===== src/rtl/slot_pkg.sv =====
// slot_pkg: shared FSM encoding, counter width and default timing for the slot input block
package slot_pkg;
    localparam int CNT_W = 32;
    localparam logic [CNT_W-1:0] DEBOUNCE_MAX_DEF = 32'h0000_0001;
    localparam int SYNC_STAGES_DEF = 2;
    localparam logic [CNT_W-1:0] HOLD_CYCLES_DEF = 32'h0000_001E;
    typedef enum logic [1:0] {ST_IDLE, ST_SPIN, ST_HOLD} state_t;
endpackage


===== src/rtl/slot_input_btn_debounce.sv =====
// btn_debounce: synchronises one active-low raw button, debounces it and flags accepted presses
module btn_debounce
    import slot_pkg::*;
#(
    parameter logic [CNT_W-1:0] debounce_max = DEBOUNCE_MAX_DEF,
    parameter int sync_stages = SYNC_STAGES_DEF
) (
    input  logic clk,
    input  logic rst_n,
    input  logic i_btn_n,
    output logic o_press
);
    logic [sync_stages-1:0] r_sync;
    logic [sync_stages-1:0] r_vld;
    logic [CNT_W-1:0] r_cnt;
    logic r_acc;
    logic r_armed;
    logic w_lvl;
    logic w_vld;
    logic w_diff;
    logic w_take;
    logic [CNT_W-1:0] w_cnt_inc;
    assign w_lvl = ~r_sync[sync_stages-1];
    assign w_vld = r_vld[sync_stages-1];
    assign w_diff = w_lvl != r_acc;
    assign w_cnt_inc = (r_cnt >= debounce_max) ? debounce_max : r_cnt + 1'b1;
    assign w_take = w_diff && (w_cnt_inc >= debounce_max);
    assign o_press = w_take && w_lvl && r_armed;
    // r_vld tracks when the synchroniser holds real samples again after reset;
    // presses only count once a released level has been seen, so a button
    // held through reset must be let go before it can fire.
    always_ff @(posedge clk or negedge rst_n) begin
        if (!rst_n) begin
            r_sync  <= '1;
            r_vld   <= '0;
            r_cnt   <= '0;
            r_acc   <= 1'b0;
            r_armed <= 1'b0;
        end else begin
            r_sync  <= {r_sync[sync_stages-2:0], i_btn_n};
            r_vld   <= {r_vld[sync_stages-2:0], 1'b1};
            r_cnt   <= (!w_diff || w_take) ? '0 : w_cnt_inc;
            r_acc   <= w_take ? w_lvl : r_acc;
            r_armed <= r_armed | (w_vld & ~w_lvl & ~r_acc);
        end
    end
endmodule


===== src/rtl/slot_input.sv =====
// slot_input: debounced start/stop buttons driving an IDLE/SPIN/HOLD controller
// that issues single-cycle start and stop pulses to the slot stage.
module slot_input
    import slot_pkg::*;
#(
    parameter logic [CNT_W-1:0] debounce_max = DEBOUNCE_MAX_DEF,
    parameter int sync_stages = SYNC_STAGES_DEF,
    parameter logic [CNT_W-1:0] hold_cycles = HOLD_CYCLES_DEF
) (
    input  logic clk,
    input  logic reset,
    input  logic start_btn_n,
    input  logic stop_btn_n,
    output logic start,
    output logic stop,
    output logic spinning,
    output logic busy
);
    state_t r_state;
    state_t w_state_nxt;
    logic [CNT_W-1:0] r_hold;
    logic [CNT_W-1:0] w_hold_nxt;
    logic w_start_ev;
    logic w_stop_ev;
    logic w_start_nxt;
    logic w_stop_nxt;

    btn_debounce #(.debounce_max(debounce_max), .sync_stages(sync_stages)) u_start (
        .clk(clk), .rst_n(reset), .i_btn_n(start_btn_n), .o_press(w_start_ev)
    );

    btn_debounce #(.debounce_max(debounce_max), .sync_stages(sync_stages)) u_stop (
        .clk(clk), .rst_n(reset), .i_btn_n(stop_btn_n), .o_press(w_stop_ev)
    );

    always_comb begin
        w_state_nxt = r_state;
        w_hold_nxt  = r_hold;
        w_start_nxt = 1'b0;
        w_stop_nxt  = 1'b0;
        case (r_state)
            ST_IDLE: if (w_start_ev) begin
                w_start_nxt = 1'b1;
                w_state_nxt = ST_SPIN;
            end
            ST_SPIN: if (w_stop_ev) begin
                w_stop_nxt  = 1'b1;
                w_hold_nxt  = hold_cycles;
                w_state_nxt = ST_HOLD;
            end
            ST_HOLD: if (r_hold == '0) w_state_nxt = ST_IDLE;
                     else w_hold_nxt = r_hold - 1'b1;
            default: w_state_nxt = ST_IDLE;
        endcase
    end

    always_ff @(posedge clk or negedge reset) begin
        if (!reset) begin
            r_state  <= ST_IDLE;
            r_hold   <= '0;
            start    <= 1'b0;
            stop     <= 1'b0;
            spinning <= 1'b0;
            busy     <= 1'b0;
        end else begin
            r_state  <= w_state_nxt;
            r_hold   <= w_hold_nxt;
            start    <= w_start_nxt;
            stop     <= w_stop_nxt;
            spinning <= w_state_nxt == ST_SPIN;
            busy     <= w_state_nxt == ST_HOLD;
        end
    end
endmodule


===== config.mk =====
export PLATFORM = sky130hd
export DESIGN_NAME = slot_input
export DESIGN_NICKNAME = d
export VERILOG_FILES = /design/src/rtl/slot_pkg.sv /design/src/rtl/slot_input_btn_debounce.sv /design/src/rtl/slot_input.sv
export SDC_FILE = /design/constraint.sdc
export NUM_CORES = 1
export LEC_CHECK = 0
export BUFFER_PORTS_ARGS = -buffer_cell sky130_fd_sc_hd__buf_2
export CORE_MARGIN = 10
export CORE_UTILIZATION = 65
export DETAILED_ROUTE_END_ITERATION = 16
export HOLD_SLACK_MARGIN = 0.12
export PLACE_DENSITY = 0.82
export SLEW_MARGIN = 20
export SYNTH_ARGS = -nofsm -noshare
export SYNTH_HDL_FRONTEND = slang
export SYNTH_SLANG_ARGS = --single-unit

===== constraint.sdc =====
create_clock -name clk -period 5.33 [get_ports clk]
set_input_delay 0.2665 -clock clk [delete_from_list [all_inputs] [get_ports clk]]
set_output_delay 0.2665 -clock clk [all_outputs]
set_load 0.01 [all_outputs]

==> metrics <==
total grt overflow 0; initial antenna violation count 0; maxcap violations 0; post-layout min period 2780 ps; main flop type after synthesis dfrtp_1; Clock Skew 11.3 ps; Post-synth EDFFs 0; Post-Route WL 6250 microns; outcome completed; First DRT Iteration DRCs 82; post-route core utilization 75.7%; post-cts resize count 0; Final Wtd Congestion 0.744; WS Path Type reg -> reg; Pwr Density 361 nW/um^2; first-pass GRT wire length 10600 microns; final setup violating endpoints 0; gr usage total 13.1%; most frequent cells in the layout 108 x dfrtp_1, 65 x conb_1, 25 x a21oi_1; Setup crit end kind flip-flop; sw power 0.509 mW; crit path launch type flip-flop; # nets final 410; Final Max Tran Viols 0; Worst slew margin 43.5%; Max VDD drop 271 uV; clock sink count 112; Synth top area share 65.1%; Hold Fails Final Rpt 0; Seq pwr share 56.9%; share of layout cells above drive strength 1 12.7%; Pre-antenna DRT Iters 5; leakage 2.15 nW; clock tree buffer depth 2; largest net degree at the start of global routing 65; Sw Ratio 29.7%; Netlist cell types 44; Int Power 1.21 mW; post-DP HPWL 4230 microns; drt drc 0; vias in the first global route 2417; commonest non-fill, non-tap cell in the layout dfrtp_1; CTS tree built; clock share of power 29.6%; Total Die Area 9980 sq um; clk root buf clkbuf_8; Detail Route Antenna Nets 0; worst-skew pair later-pin latency 380 ps; worst slew pin tran 826 ps; Mapped Area 4150 sq um; Layout Cells excl Fill 480; floorplan die height 99.9 microns; Syn Inst Count 322; worst min-delay path category reg -> reg; Die Width 99.9 microns; Area Growth Syn to Fin 14.5%; worst hold slack 358 ps; Seq cells post-synth 112; fillers 398; vias 2622; Top-Level Pins 8; Comb pwr share 13.6%; clock slew at reported path FFs 110 ps; setup_tns 0 ps; Avg Inst Size Synth 12.9 sq um; core area 6280 sq um; Final period util 52.1%; fmax 360 MHz; area of the multi-input gates 1500 sq um; Routed WL per cell 13.0 microns; Worst EP required 5640 ps; Placed Cells incl. Taps 461; H-Tree Depth 3; crit path DAT 3080 ps; RSZ-0062 raised after global routing no; Yosys Warn Count 0; fraction of registers with async set/reset 100%; Port-buffer cells 7; leading area contributor after synthesis dfrtp_1; vias per cell 5.46; sequential cell area 2810 sq um; initial core utilization 66.1%; Rows 29; sequential fraction of the synthesis area 67.6%; top cells by area, synth dfrtp_1 65%, or3_1 3.2%, a21oi_1 3.0%; CTS Buf Count 9; Critical Path Fanout Max 11; diode count 0
==> worst paths after layout <==
path                                       from  cells after the start  slack, ps                to
worst max-delay path                  r_hold[0]                      7       2550        r_hold[30]
worst min-delay path            u_stop.r_vld[0]                      0        360  u_start.r_vld[1]
worst max register to register        r_hold[0]                      7       2550        r_hold[30]
worst min register to register  u_stop.r_vld[0]                      0        360  u_start.r_vld[1]
max in group asynchronous                 reset                      3       3780  u_stop.r_cnt[19]
min in group asynchronous                 reset                      2        490        r_hold[11]
==> cell families after synthesis <==
kind of cell             synth area share (%)
AND/OR/NAND/NOR                          16.8
buffers and inverters                    2.14
other                                   0.181
AO/OA/AOI/OAI                            9.89
flip-flops                               67.6
XOR/XNOR                                0.422
adder cells (fa/ha/maj)                  2.41
multiplexers                            0.482
==> cell usage after synthesis (all sizes together), types with 5 or more instances <==
| library cell | count |
|---|---|
| nor3 | 6 |
| o31ai | 14 |
| or2 | 6 |
| o21ai | 16 |
| dfrtp | 108 |
| or3 | 25 |
| nor2 | 7 |
| or4 | 18 |
| clkbuf | 7 |
| nor4 | 18 |
| a21oi | 25 |
| nand2 | 5 |
| inv | 11 |
| nor4b | 5 |
| ha | 8 |
==> routing by layer <==
metal	global-route usage, %	vias to the layer above	routed length [microns]
li1	-	1276	-
met1	15.6	1291	2710
met2	21.9	48	3190
met3	4.95	7	304
met4	3.20	0	40
met5	0	-	0
==> cell type report <==
class                   count  area share, %
clock inverters             7           1.92
multi-input cells         251           31.6
repair buffers             13           1.90
clock buffers               9           2.61
flip-flops and latches    112           59.1
well taps                  77           2.03
inverters                  11          0.869
==> power by group through the flow <==
stage | logic (mW) | registers (mW) | clock network [mW]
2_1_floorplan | 0.160 | 0.981 | 0
3_3_place_gp | 0.221 | 0.986 | 0
3_5_place_dp | 0.230 | 0.990 | 0
4_1_cts | 0.233 | 0.974 | 0.524
5_1_grt | 0.263 | 0.984 | 0.559
6_report | 0.233 | 0.975 | 0.507
==> timing repair <==
action / CTS / global route
hold buffers: 3 / 0
buffers inserted: 0 / 0
endpoints found under the hold margin: 61 / 0
==> sequential cells by signal, indices dropped and copies added, names as in the netlist <==
signal / cells
busy: 1
u_start.r_acc: 1
u_stop.r_vld: 1
u_start.r_sync: 2
r_state: 2
r_hold: 32
spinning: 1
u_start.r_vld: 1
u_start.r_armed: 1
u_stop.r_armed: 1
u_stop.r_acc: 1
u_stop.r_cnt: 32
start: 1
u_start.r_cnt: 32
stop: 1
u_stop.r_sync: 2
==> worst max-delay path, cell delays in order (launching register included) <==
cell	delay (ps)
dfrtp_1	430
inv_1	120
ha_1	170
or3b_2	540
nor4_1	330
o211ai_1	400
or4_1	570
a21oi_1	150
==> per-stage QoR <==
step                      area, sq um  setup WS [ps]  power [mW]
after CTS                        4750           2580        1.73
final                            4750           2550        1.71
after global placement           4510           2700        1.21
after detailed placement         4510           2610        1.22
after global routing             4750           2320        1.81
after floorplan                  4390           2760        1.14
Note: power is estimated with default switching activity, not from simulation.
